`src/rtl/div_pkg.sv`:
```
// Shared types for the divider request scheduler: FSM states, default
// widths and the request record carried through the operand FIFO.
package div_pkg;

    typedef enum logic [1:0] {
        S_IDLE,
        S_LAUNCH,
        S_WAIT,
        S_OUT
    } sched_state_e;

    localparam int DIV_W      = 32;
    localparam int DIV_TAG_W  = 4;
    localparam int DIV_DEPTH  = 4;
    localparam int DIV_PTR_W  = $clog2(DIV_DEPTH);

    typedef struct packed {
        logic [DIV_W-1:0]     num;
        logic [DIV_W-1:0]     den;
        logic [DIV_TAG_W-1:0] tag;
    } div_req_t;

endpackage

```
`src/rtl/div_op_fifo.sv`:
```
// Synchronous operand FIFO with full/empty flags; the element type is a
// type parameter so the scheduler can pass its own width-matched record.
module div_op_fifo
    import div_pkg::*;
#(
    parameter type T     = div_req_t,
    parameter int  DEPTH = DIV_DEPTH
) (
    input  logic CLK,
    input  logic RSTa,
    input  logic wr_en,
    input  T     wr_data,
    input  logic rd_en,
    output T     rd_data,
    output logic full,
    output logic empty
);

    localparam int PTR_W = $clog2(DEPTH);

    T               mem [DEPTH];
    logic [PTR_W:0] wr_ptr;
    logic [PTR_W:0] rd_ptr;
    logic           do_wr;
    logic           do_rd;

    // A write into a full FIFO is accepted when the head leaves in the same cycle.
    assign do_wr = wr_en && (!full || rd_en);
    assign do_rd = rd_en && !empty;

    assign empty   = (wr_ptr == rd_ptr);
    assign full    = (wr_ptr[PTR_W] != rd_ptr[PTR_W]) &&
                     (wr_ptr[PTR_W-1:0] == rd_ptr[PTR_W-1:0]);
    assign rd_data = mem[rd_ptr[PTR_W-1:0]];

    always_ff @(posedge CLK or negedge RSTa) begin
        if (!RSTa) begin
            wr_ptr <= '0;
            rd_ptr <= '0;
        end else begin
            if (do_wr) wr_ptr <= wr_ptr + 1'b1;
            if (do_rd) rd_ptr <= rd_ptr + 1'b1;
        end
    end

    always_ff @(posedge CLK) begin
        if (do_wr) mem[wr_ptr[PTR_W-1:0]] <= wr_data;
    end

endmodule

```
`src/rtl/div_request_scheduler.sv`:
```
// Queues tagged operand pairs and runs them one at a time through the divider.
// Optional macro DIV_ZERO_CHECK_EN: a zero divisor bypasses the divider with an error result.
module div_request_scheduler
    import div_pkg::*;
#(
    parameter int tamanyo = 32,
    parameter int DEPTH   = 4,
    parameter int TAG_W   = 4,
    parameter int TIMEOUT = 40
) (
    input  logic               CLK,
    input  logic               RSTa,
    input  logic               in_valid,
    output logic               in_ready,
    input  logic [tamanyo-1:0] in_num,
    input  logic [tamanyo-1:0] in_den,
    input  logic [TAG_W-1:0]   in_tag,
    output logic               div_start,
    output logic [tamanyo-1:0] div_num,
    output logic [tamanyo-1:0] div_den,
    input  logic               div_done,
    input  logic [tamanyo-1:0] div_coc,
    input  logic [tamanyo-1:0] div_res,
    output logic               out_valid,
    input  logic               out_ready,
    output logic [tamanyo-1:0] out_coc,
    output logic [tamanyo-1:0] out_res,
    output logic [TAG_W-1:0]   out_tag,
    output logic               out_err
);

    localparam int TMR_W = $clog2(TIMEOUT + 1);

    typedef struct packed {
        logic [tamanyo-1:0] num;
        logic [tamanyo-1:0] den;
        logic [TAG_W-1:0]   tag;
    } req_t;

    sched_state_e       state;
    sched_state_e       state_nxt;
    logic [TMR_W-1:0]   timer;
    logic               timed_out;
    logic               pop;
    logic               zero_den;
    logic               fifo_full;
    logic               fifo_empty;
    req_t               wr_req;
    req_t               head;
    logic [TAG_W-1:0]   op_tag;

    assign wr_req   = '{num: in_num, den: in_den, tag: in_tag};
    assign in_ready = !fifo_full;

    div_op_fifo #(
        .T     (req_t),
        .DEPTH (DEPTH)
    ) u_fifo (
        .CLK     (CLK),
        .RSTa    (RSTa),
        .wr_en   (in_valid && in_ready),
        .wr_data (wr_req),
        .rd_en   (pop),
        .rd_data (head),
        .full    (fifo_full),
        .empty   (fifo_empty)
    );

`ifdef DIV_ZERO_CHECK_EN
    assign zero_den = (head.den == '0);
`else
    assign zero_den = 1'b0;
`endif

    assign timed_out = (timer == TMR_W'(TIMEOUT - 1));

    always_ff @(posedge CLK or negedge RSTa) begin
        if (!RSTa) state <= S_IDLE;
        else       state <= state_nxt;
    end

    always_comb begin
        state_nxt = state;
        pop       = 1'b0;
        div_start = 1'b0;
        out_valid = 1'b0;
        case (state)
            S_IDLE: begin
                if (!fifo_empty) begin
                    pop       = 1'b1;
                    state_nxt = zero_den ? S_OUT : S_LAUNCH;
                end
            end
            S_LAUNCH: begin
                div_start = 1'b1;
                state_nxt = S_WAIT;
            end
            S_WAIT: begin
                if (div_done || timed_out) state_nxt = S_OUT;
            end
            S_OUT: begin
                out_valid = 1'b1;
                if (out_ready) state_nxt = S_IDLE;
            end
            default: state_nxt = S_IDLE;
        endcase
    end

    // Operand registers feed the divider directly and move only on a pop;
    // a Done arriving outside S_WAIT (e.g. after a timeout) is never sampled.
    always_ff @(posedge CLK or negedge RSTa) begin
        if (!RSTa) begin
            div_num <= '0;
            div_den <= '0;
            op_tag  <= '0;
            timer   <= '0;
            out_coc <= '0;
            out_res <= '0;
            out_tag <= '0;
            out_err <= 1'b0;
        end else begin
            case (state)
                S_IDLE: begin
                    if (pop) begin
                        div_num <= head.num;
                        div_den <= head.den;
                        op_tag  <= head.tag;
                        if (zero_den) begin
                            out_coc <= '1;
                            out_res <= head.num;
                            out_tag <= head.tag;
                            out_err <= 1'b1;
                        end
                    end
                end
                S_LAUNCH: timer <= '0;
                S_WAIT: begin
                    timer <= timer + 1'b1;
                    if (div_done) begin
                        out_coc <= div_coc;
                        out_res <= div_res;
                        out_tag <= op_tag;
                        out_err <= 1'b0;
                    end else if (timed_out) begin
                        out_coc <= '0;
                        out_res <= '0;
                        out_tag <= op_tag;
                        out_err <= 1'b1;
                    end
                end
                default: ;
            endcase
        end
    end

endmodule

```
`config.mk`:
```
export PLATFORM = sky130hd
export DESIGN_NAME = div_request_scheduler
export DESIGN_NICKNAME = d
export VERILOG_FILES = /design/src/rtl/div_pkg.sv /design/src/rtl/div_op_fifo.sv /design/src/rtl/div_request_scheduler.sv
export SDC_FILE = /design/constraint.sdc
export NUM_CORES = 1
export LEC_CHECK = 0
export CAP_MARGIN = 20
export CORE_ASPECT_RATIO = 1.25
export CORE_UTILIZATION = 53
export DETAILED_ROUTE_END_ITERATION = 16
export MAX_ROUTING_LAYER = met4
export PLACE_DENSITY = 0.8
export SKIP_CTS_REPAIR_TIMING = 1
export SYNTH_ARGS = -nofsm -noshare
export SYNTH_HDL_FRONTEND = slang
export SYNTH_HIERARCHICAL = 1
export SYNTH_SLANG_ARGS = --single-unit
```
`constraint.sdc`:
```
create_clock -name CLK -period 4.5 [get_ports CLK]
set_input_delay 0.9 -clock CLK [delete_from_list [all_inputs] [get_ports CLK]]
set_output_delay 0.9 -clock CLK [all_outputs]
set_load 0.01 [all_outputs]
```
Word level (Yosys, flattened, before mapping)
Memories as Yosys holds them, arrays and structs flattened. A register that Yosys moved wholly into a read port is not among the register bits.
Index checks and enable logic that the tools add are counted.

word-level totals
  latch bits = 0
  bits in writable memories = 272
  memory bits (read-only) = 0
  output and inout port bits = 136
  memories kept = 1
  register bits = 83
  word-level logic and storage cells = 55

memory list
  memory      words  width  rd ports  clocked after Yosys merged registers in  write ports  line               text
  u_fifo.mem  4      68     1         1                                        1            div_op_fifo.sv:21  T mem [DEPTH];

operators by class
  bitwise logic cells = 0
  multipliers = 0
  shifts and indexed selects = 0
  $add $sub $neg = 3
  div/mod/pow operators = 0
  muxes and demuxes = 18
  reduce and logical (&&, ||, !) cells = 15
  equality and inequality tests = 10
  $lt $le $gt $ge = 0

operators by type and width
  operator                                       count
  2-to-1 mux 32 bit                              3
  one-hot mux 6 bit (2 select lines)             1
  2-to-1 mux 1 bit                               8
  2-to-1 mux 4 bit                               2
  one-hot mux 2 bit (4 select lines)             1
  adder 3 x 1 -> 3 bit, second input constant    2
  adder 6 x 1 -> 6 bit, second input constant    1
  == test 6 bit, second input constant           1
  2-to-1 mux 2 bit                               3
  != test 2 bit, second input constant           3
  == test 2 bit, second input constant           2
  logical AND 1 bit                              4
  AND reduction 2 bit                            2
  nonzero test 2 bit                             2
  == test 3 bit                                  1
  zero test 1 bit                                3
  AND reduction 3 bit                            1
  == test 2 x 1 -> 1 bit, second input constant  1
  == test 2 bit                                  1
  zero test 2 bit                                1
  logical OR 1 bit                               2
  != test 1 bit                                  1

Depth between registers and ports, before layout
Gate-level depths: netlist (run 1).

  depth in word-level cells = 7
  depth in mapped cells = 11

Cells and area by module
Netlist (run 1), hierarchy kept.

modules (own cells, without submodules)
  module                 times used  area an instance (um2)  seq. area each (um2)  cells an instance
  div_op_fifo            1           10232.3                 8318.0                399
  div_request_scheduler  1           6180.9                  3628.5                511

Least setup slack after synthesis (run 1)
Ideal clock, no wire load.

  path type = reg-to-reg
  start point = reg u_fifo.rd_ptr[1]
  end point = mem u_fifo/mem[1][0] (netlist bit) (enable)
  required time = 4066 ps
  setup time = 434 ps
  clock period less this slack = 3932 ps
  arrival time = 3498 ps
  buffers on the path = 6
  stages on the path, launching flop included = 12
  setup slack = 568 ps
  cell sequence = dfrtp_1 -> buf_2 -> xor2_1 -> buf_2 -> nor3_1 -> nor2b_1 -> buf_2 -> buf_6 -> buf_6 -> clkbuf_1 -> or4_1 -> and3_1

between the ends
  cells in the longest elaborated chain, start to end = 7
  elaborated cells between the ends (all ways) = 11
  classes of those cells = eq/ne: 2; mux: 4; reduce/logical: 5

ends and longest elaborated chain
  element                                 line                         text
  start, declared                         div_op_fifo.sv:23            logic [PTR_W:0] rd_ptr;
  start signal, assigned                  div_op_fifo.sv:42            if (do_rd) rd_ptr <= rd_ptr + 1'b1;
  == test 3 bit                           div_op_fifo.sv:31            assign empty = (wr_ptr == rd_ptr);
  named net fifo_empty                    div_request_scheduler.sv:47  logic fifo_empty;
  2-to-1 mux 1 bit                        div_request_scheduler.sv:89  if (!fifo_empty) begin
  2-to-1 mux 1 bit                        div_request_scheduler.sv:87  case (state)
  named net pop                           div_request_scheduler.sv:44  logic pop;
  logical OR 1 bit                        div_op_fifo.sv:28            assign do_wr = wr_en && (!full || rd_en);
  logical AND 1 bit                       div_op_fifo.sv:28
  2-to-1 mux 1 bit                        div_op_fifo.sv:47            if (do_wr) mem[wr_ptr[PTR_W-1:0]] <= wr_data;
  2-to-1 mux 1 bit (implied by the code)  div_op_fifo.sv:47
  end, declared                           div_op_fifo.sv:21

The timed path passes the listed nets, and every way through them passes these cells.

Final worst setup path (run 1)
  start point = reg u_fifo.rd_ptr[1]
  end point = out in_ready

between the ends
  cells in the longest elaborated chain, start to end = 3

ends and longest elaborated chain
  element              line                         text
  == test 2 bit        div_op_fifo.sv:33            (wr_ptr[PTR_W-1:0] == rd_ptr[PTR_W-1:0]);
  logical AND 1 bit    div_op_fifo.sv:32            assign full = (wr_ptr[PTR_W] != rd_ptr[PTR_W]) &&
  named net fifo_full  div_request_scheduler.sv:46  logic fifo_full;
  zero test 1 bit      div_request_scheduler.sv:53  assign in_ready = !fifo_full;
  end, declared        div_request_scheduler.sv:14  output logic in_ready,

The timed path passes the listed nets, and every way through them passes these cells.

==> results of run 1 <==
-- layout make-up --
| type | count | area share (%) |
|---|---|---|
| clock inverter | 24 | 1.44 |
| tap | 401 | 2.39 |
| timing repair buffer | 291 | 14.0 |
| inverter | 13 | 0.239 |
| clock buffer | 50 | 5.15 |
| antenna | 3 | 0.0358 |
| sequential | 423 | 57.0 |
| multi-input combinational | 416 | 19.7 |
-- cell usage in the layout (no fill, tap or decap), types with 4 or more instances in the layout --
cell type          n
a311o_1            4
o21ai_2           10
nand3_1            5
mux4_2            68
edfxtp_1         272
bufinv_16          7
nor2_1             4
buf_12             5
a22oi_1           64
clkdlybuf4s50_1  271
clkbuf_16         41
o211a_1            4
nand2_1           68
mux2_2            67
xnor2_1            4
ha_1              11
dfrtp_1          149
inv_1             10
clkinv_1           4
clkbuf_1           7
a22o_1             5
o21ai_0           55
clkinv_2          11
buf_4             14
-- kinds of logic after synthesis --
kind of cell	count (synthesis)	synth area share [%]
XOR/XNOR	7	0.419
buffers and inverters	71	2.17
AND/OR/NAND/NOR	96	2.68
multiplexers	140	14.3
AO/OA/AOI/OAI	162	6.85
adder cells (fa/ha/maj)	11	0.839
flip-flops	423	72.8
-- final timing paths --
check,from,endpoint,slack [ns]
setup / recovery,u_fifo/rd_ptr[1],in_ready,1.21
hold / removal,RSTa,out_coc[24],0.31
setup reg to reg,u_fifo/rd_ptr[1],u_fifo/mem[3][54],1.33
hold reg to reg,div_num[29],div_num[29],0.50
max in group asynchronous,RSTa,out_coc[2],3.06
min in group CLK,div_num[29],div_num[29],0.50
-- layer usage --
layer / GRT usage, % / vias up / routed length (um) / share of wire [%]
met5: - / - / 0 / 0
met4: 8.94 / 0 / 1110 / 3.2
met3: 6.09 / 70 / 2940 / 8.3
met2: 39.3 / 406 / 17800 / 50
met1: 27.6 / 4727 / 13400 / 38
li1: - / 4122 / - / -
-- flip-flops by register name, summed over array words and instances (netlist names) --
name,count
u_fifo/wr_ptr,3
timer,6
u_fifo/mem,272
out_err,1
state,2
out_coc,32
u_fifo/rd_ptr,3
op_tag,4
div_den,32
out_tag,4
div_num,32
out_res,32
-- through the flow --
step | total power [uW] | hold slack (ns)
after CTS | 15000 | 0.313
after floorplan | 9230 | 0.500
after detailed placement | 11400 | 0.495
after global placement | 11200 | 0.470
final | 14800 | 0.307
after global routing | 15600 | 0.323
-- where the power goes --
part / leakage [uW] / total [uW] / switching (uW) / internal [uW]
Combinational: 0.00269 / 5270 / 2460 / 2800
Clock: 0.000686 / 3500 / 1390 / 2110
Sequential: 0.00418 / 6060 / 576 / 5480
-- worst max-delay path, cell delays in order, from the launching register on --
cell,delay (ns)
dfrtp_4,0.47
xor2_1,0.59
nor3_1,0.15
inv_1,0.09
clkdlybuf4s50_1,0.57
==> results.json, run 1 <==
{
  "status": "finished clean",
  "yosysSeqAreaShare_pct": 72.8,
  "synth_nets": 1058,
  "final_nets": 1333,
  "drive_gt1_share_pct": 19.9,
  "regArea_um2": 12000,
  "fillers": 1975,
  "worstRegToRegCells": 7,
  "setup_tns_ns": 0,
  "fin_util_pct": 69.2,
  "multi_input_area_um2": 4130,
  "viasPerCell": 5.75,
  "fin_skew_ns": 0.0174,
  "cts_max_level": 2,
  "grt_pass1_vias": 9810,
  "yosys-top-cells-area": "edfxtp_1 (50%), dfrtp_1 (23%), mux4_2 (9.3%), mux2_2 (4.6%), a22oi_1 (2.9%)",
  "layout_min_cycle_time_ns": 3.29,
  "netlist.top_cell.by_area": "edfxtp_1",
  "power_density_nw_per_um2": 708,
  "fp.dieArea_um2": 31700,
  "yosysWarnings": 6,
  "core_um2": 30300,
  "grt_pass1_wl_mm": 54.6,
  "grt_use_total_pct": 23.5,
  "hold_class": "in2async",
  "start_util_pct": 54.2,
  "wl_per_cell_um": 21.8,
  "path_class": "reg2out",
  "rsz0062_at_grt": "no",
  "endpoint_kind": "output pin",
  "post_dp_cell_area_um2": 19600,
  "slew_headroom_pct": 30.8,
  "io_buffers": 272,
  "synthTopCellsByCount": "edfxtp_1 (272), dfrtp_1 (151), mux4_2 (68), nand2_1 (68), mux2_2 (67)",
  "fp-row-count": 71,
  "cts.sinks": 423,
  "root_buffer": "clkbuf_16",
  "fp.dieW_um": 159,
  "antenna_found_initial": 3,
  "hpwl_mm": 21.4,
  "ys_types": 50,
  "grt-ovfl-total": 0,
  "p_leak_uw": 0.00756,
  "postRouteAntennaNets": 0,
  "critPathMaxFanout": 11,
  "dp.cells": 1544,
  "setup_viol_count_final": 0,
  "cts_buffer_depth": 3,
  "clk_pin_slew_ns": 0.06,
  "ys.flop_type": "edfxtp_1",
  "synth_edf_count": 272,
  "postSynthCellCount": 910,
  "vias": 9325,
  "drtPass1Iterations": 5,
  "async_flop_share_pct": 35.7,
  "ys_ff_latch": 423,
  "clk_latency_ns": 0.53,
  "drt-initial-drc-count": 706,
  "hold_viol": 0,
  "period_share_pct": 73.1,
  "critical_path.startpoint_type": "flop",
  "tightest_slew_ns": 1.04,
  "synth.top_cell.area_share_pct": 49.8,
  "grt_start_max_net_pins": 71,
  "avgSynthCellArea_um2": 18.0,
  "synth.most_common_cell": "edfxtp_1",
  "final_cell_area_um2": 21000,
  "pre_cts_slack_ns": 1.20,
  "drt-total-wl_mm": 35.3,
  "worst_slack_ns": 1.21,
  "worst_ep_arrival_time_ns": 2.39,
  "die_h_um": 199,
  "drv_cap": 0,
  "stdcell_count": 1621,
  "ir_drop_mv": 0.505,
  "cts_buffers": 40,
  "routabilityCongestion": 0.817,
  "max_clock_freq_mhz": 304,
  "slew_viol_final": 0,
  "tritoncts": "done",
  "area_delta_synth_final_pct": 27.7,
  "crit_required_ns": 3.60,
  "drc": 0,
  "ios": 273,
  "syn_area_um2": 16400
}
(Power assumes the default switching activity.)
==> inputs of run 2 (changes only) <==
==> constraint.sdc (replaced) <==
create_clock -name CLK -period 3.2 [get_ports CLK]
set_input_delay 0.64 -clock CLK [delete_from_list [all_inputs] [get_ports CLK]]
set_output_delay 0.64 -clock CLK [all_outputs]
set_load 0.01 [all_outputs]
==> run 2 against run 1 <==
  * Critical path depth is the same
  * Design area shrank 0.41%
  * First-iteration DRC count increased by 2.7%
  * Sequential share of layout area grew 0.23 points
  * Sequential power grew 42%
  * Worst hold slack got worse by 0.24 ns
  * Count of clock-buffer cells in the layout is 7 higher
  * Critical path type is now reg2reg
==> results.json, run 2 (synthesized netlist as in run 1, its figures left out) <==
{
  "power_frac_comb_pct": 35.6,
  "fillers": 1927,
  "rsz0062_at_grt": "no",
  "drt-total-wl_mm": 34.4,
  "stdcell_count": 1616,
  "wl_per_cell_um": 21.3,
  "max_clock_freq_mhz": 340,
  "fp.dieW_um": 159,
  "layout_min_cycle_time_ns": 2.94,
  "fin_skew_ns": 0.0249,
  "crit_required_ns": 3.33,
  "layout_commonest_cell": "edfxtp_1",
  "final_nets": 1331,
  "multi_input_area_um2": 4150,
  "setup_viol_count_final": 0,
  "drc": 0,
  "hold_viol": 0,
  "cts_buffers": 40,
  "grt_use_total_pct": 22.9,
  "drtPass1Iterations": 5,
  "drive_gt1_share_pct": 19.7,
  "grt_start_max_net_pins": 71,
  "critPathMaxFanout": 68,
  "grt_pass1_wl_mm": 53.7,
  "status": "finished clean",
  "finalHoldWorstSlack_ns": 0.0700,
  "p_leak_uw": 0.00750,
  "tritoncts": "done",
  "p_sw_share_pct": 30.4,
  "crit_path_top_delay_cell": "and3_4",
  "tightest_slew_ns": 1.10,
  "start_util_pct": 54.2,
  "p_seq_share_pct": 41.7,
  "power_density_nw_per_um2": 988,
  "root_buffer": "clkbuf_16",
  "regArea_um2": 12000,
  "fp.dieArea_um2": 31700,
  "dp.cells": 1542,
  "die_h_um": 199,
  "slew_headroom_pct": 26.4,
  "total_power_uw": 20600,
  "p_int_uw": 14400,
  "largest_reg_flops": 272,
  "postRouteAntennaNets": 0,
  "cts.sinks": 423,
  "worst_ep_arrival_time_ns": 3.07,
  "endpoint_kind": "flop",
  "vias": 9255,
  "clk_latency_ns": 0.53,
  "cp_cell_sequence": "xnor2_1, nor3_1, nor2b_1, and3_4",
  "drv_cap": 0,
  "hold_class": "in2async",
  "grt_pass1_vias": 9551,
  "setup_tns_ns": 0,
  "antenna_found_initial": 0,
  "area_delta_synth_final_pct": 27.2,
  "hpwl_mm": 20.4,
  "cts_buffer_depth": 3,
  "core_um2": 30300,
  "io_buffers": 272,
  "ios": 273,
  "worst_slack_ns": 0.260,
  "path_class": "reg2reg",
  "drt-initial-drc-count": 725,
  "fp-row-count": 71,
  "viasPerCell": 5.73,
  "final_cell_mix": "edfxtp_1 (272), clkdlybuf4s50_1 (271), dfrtp_1 (149), nand2_1 (68), mux4_2 (68)",
  "cts_max_level": 2,
  "pre_cts_slack_ns": 0.216,
  "ir_drop_mv": 0.648,
  "slew_viol_final": 0,
  "switching_power_uw": 6270,
  "max_stage_delay_ns": 1.04,
  "grt-ovfl-total": 0,
  "clkPwrFrac_pct": 22.7,
  "clk_pin_slew_ns": 0.07,
  "routabilityCongestion": 0.837,
  "critical_path.startpoint_type": "flop",
  "antenna_cells": 0,
  "period_share_pct": 91.9
}
-- run 2: changes by cell type in the layout (fill, tap and decap cells not counted), sizes merged --
cell | previous run | this run
clkbuf | 50 | 57
bufinv | 7 | 2
clkinv | 15 | 10
diode | 3 | 0
buf | 20 | 18
inv | 15 | 17
clkinvlp | 0 | 1
-- run 2: path summary, 6_finish.rpt --
path	startpoint	to	slack, ns	cells after the start
max	u_fifo/rd_ptr[2]	u_fifo/mem[2][54]	0.26	4
min	RSTa	out_coc[4]	0.07	1
max reg2reg	u_fifo/rd_ptr[2]	u_fifo/mem[2][54]	0.26	4
min reg2reg	div_den[28]	div_den[28]	0.50	1
max in group asynchronous	RSTa	div_num[15]	2.25	2
min in group CLK	div_den[28]	div_den[28]	0.50	1
-- run 2: layer usage --
metal / vias to the layer above / global-route usage [%] / routed length [um]
li1: 4134 / - / -
met1: 4678 / 28.7 / 13800
met2: 393 / 38.5 / 17500
met3: 50 / 4.30 / 2430
met4: 0 / 6.55 / 684
met5: - / - / 0
-- run 2: area by class of cell --
class	count	share of cell area, %
Sequential cell	423	57.3
Multi-Input combinational cell	416	19.9
Clock inverter	17	0.809
Clock buffer	57	5.54
Timing Repair Buffer	289	13.8
Tap cell	401	2.40
Inverter	13	0.252
-- run 2: critical path, delay by kind of cell (launching register included) --
family / cells / cell delay, ns
AND/OR/NAND/NOR: 3 / 1.60
XOR/XNOR: 1 / 0.52
flip-flops: 1 / 0.42
-- run 2: per-stage QoR --
step	utilization [%]	instance area [um^2]
2_1_floorplan	-	16500
3_3_place_gp	64.5	19500
3_5_place_dp	64.5	19500
4_1_cts	68.9	20900
5_1_grt	68.9	20900
6_report	68.9	20900
-- run 2: power by group through the flow --
| stage | clock (uW) | sequential (uW) | combinational [uW] |
|---|---|---|---|
| 3_3_place_gp | 0 | 8580 | 7250 |
| 6_report | 4690 | 8590 | 7350 |
| 5_1_grt | 5000 | 8780 | 7920 |
| 2_1_floorplan | 0 | 8780 | 4230 |
| 3_5_place_dp | 0 | 8680 | 7390 |
| 4_1_cts | 4780 | 8610 | 7450 |
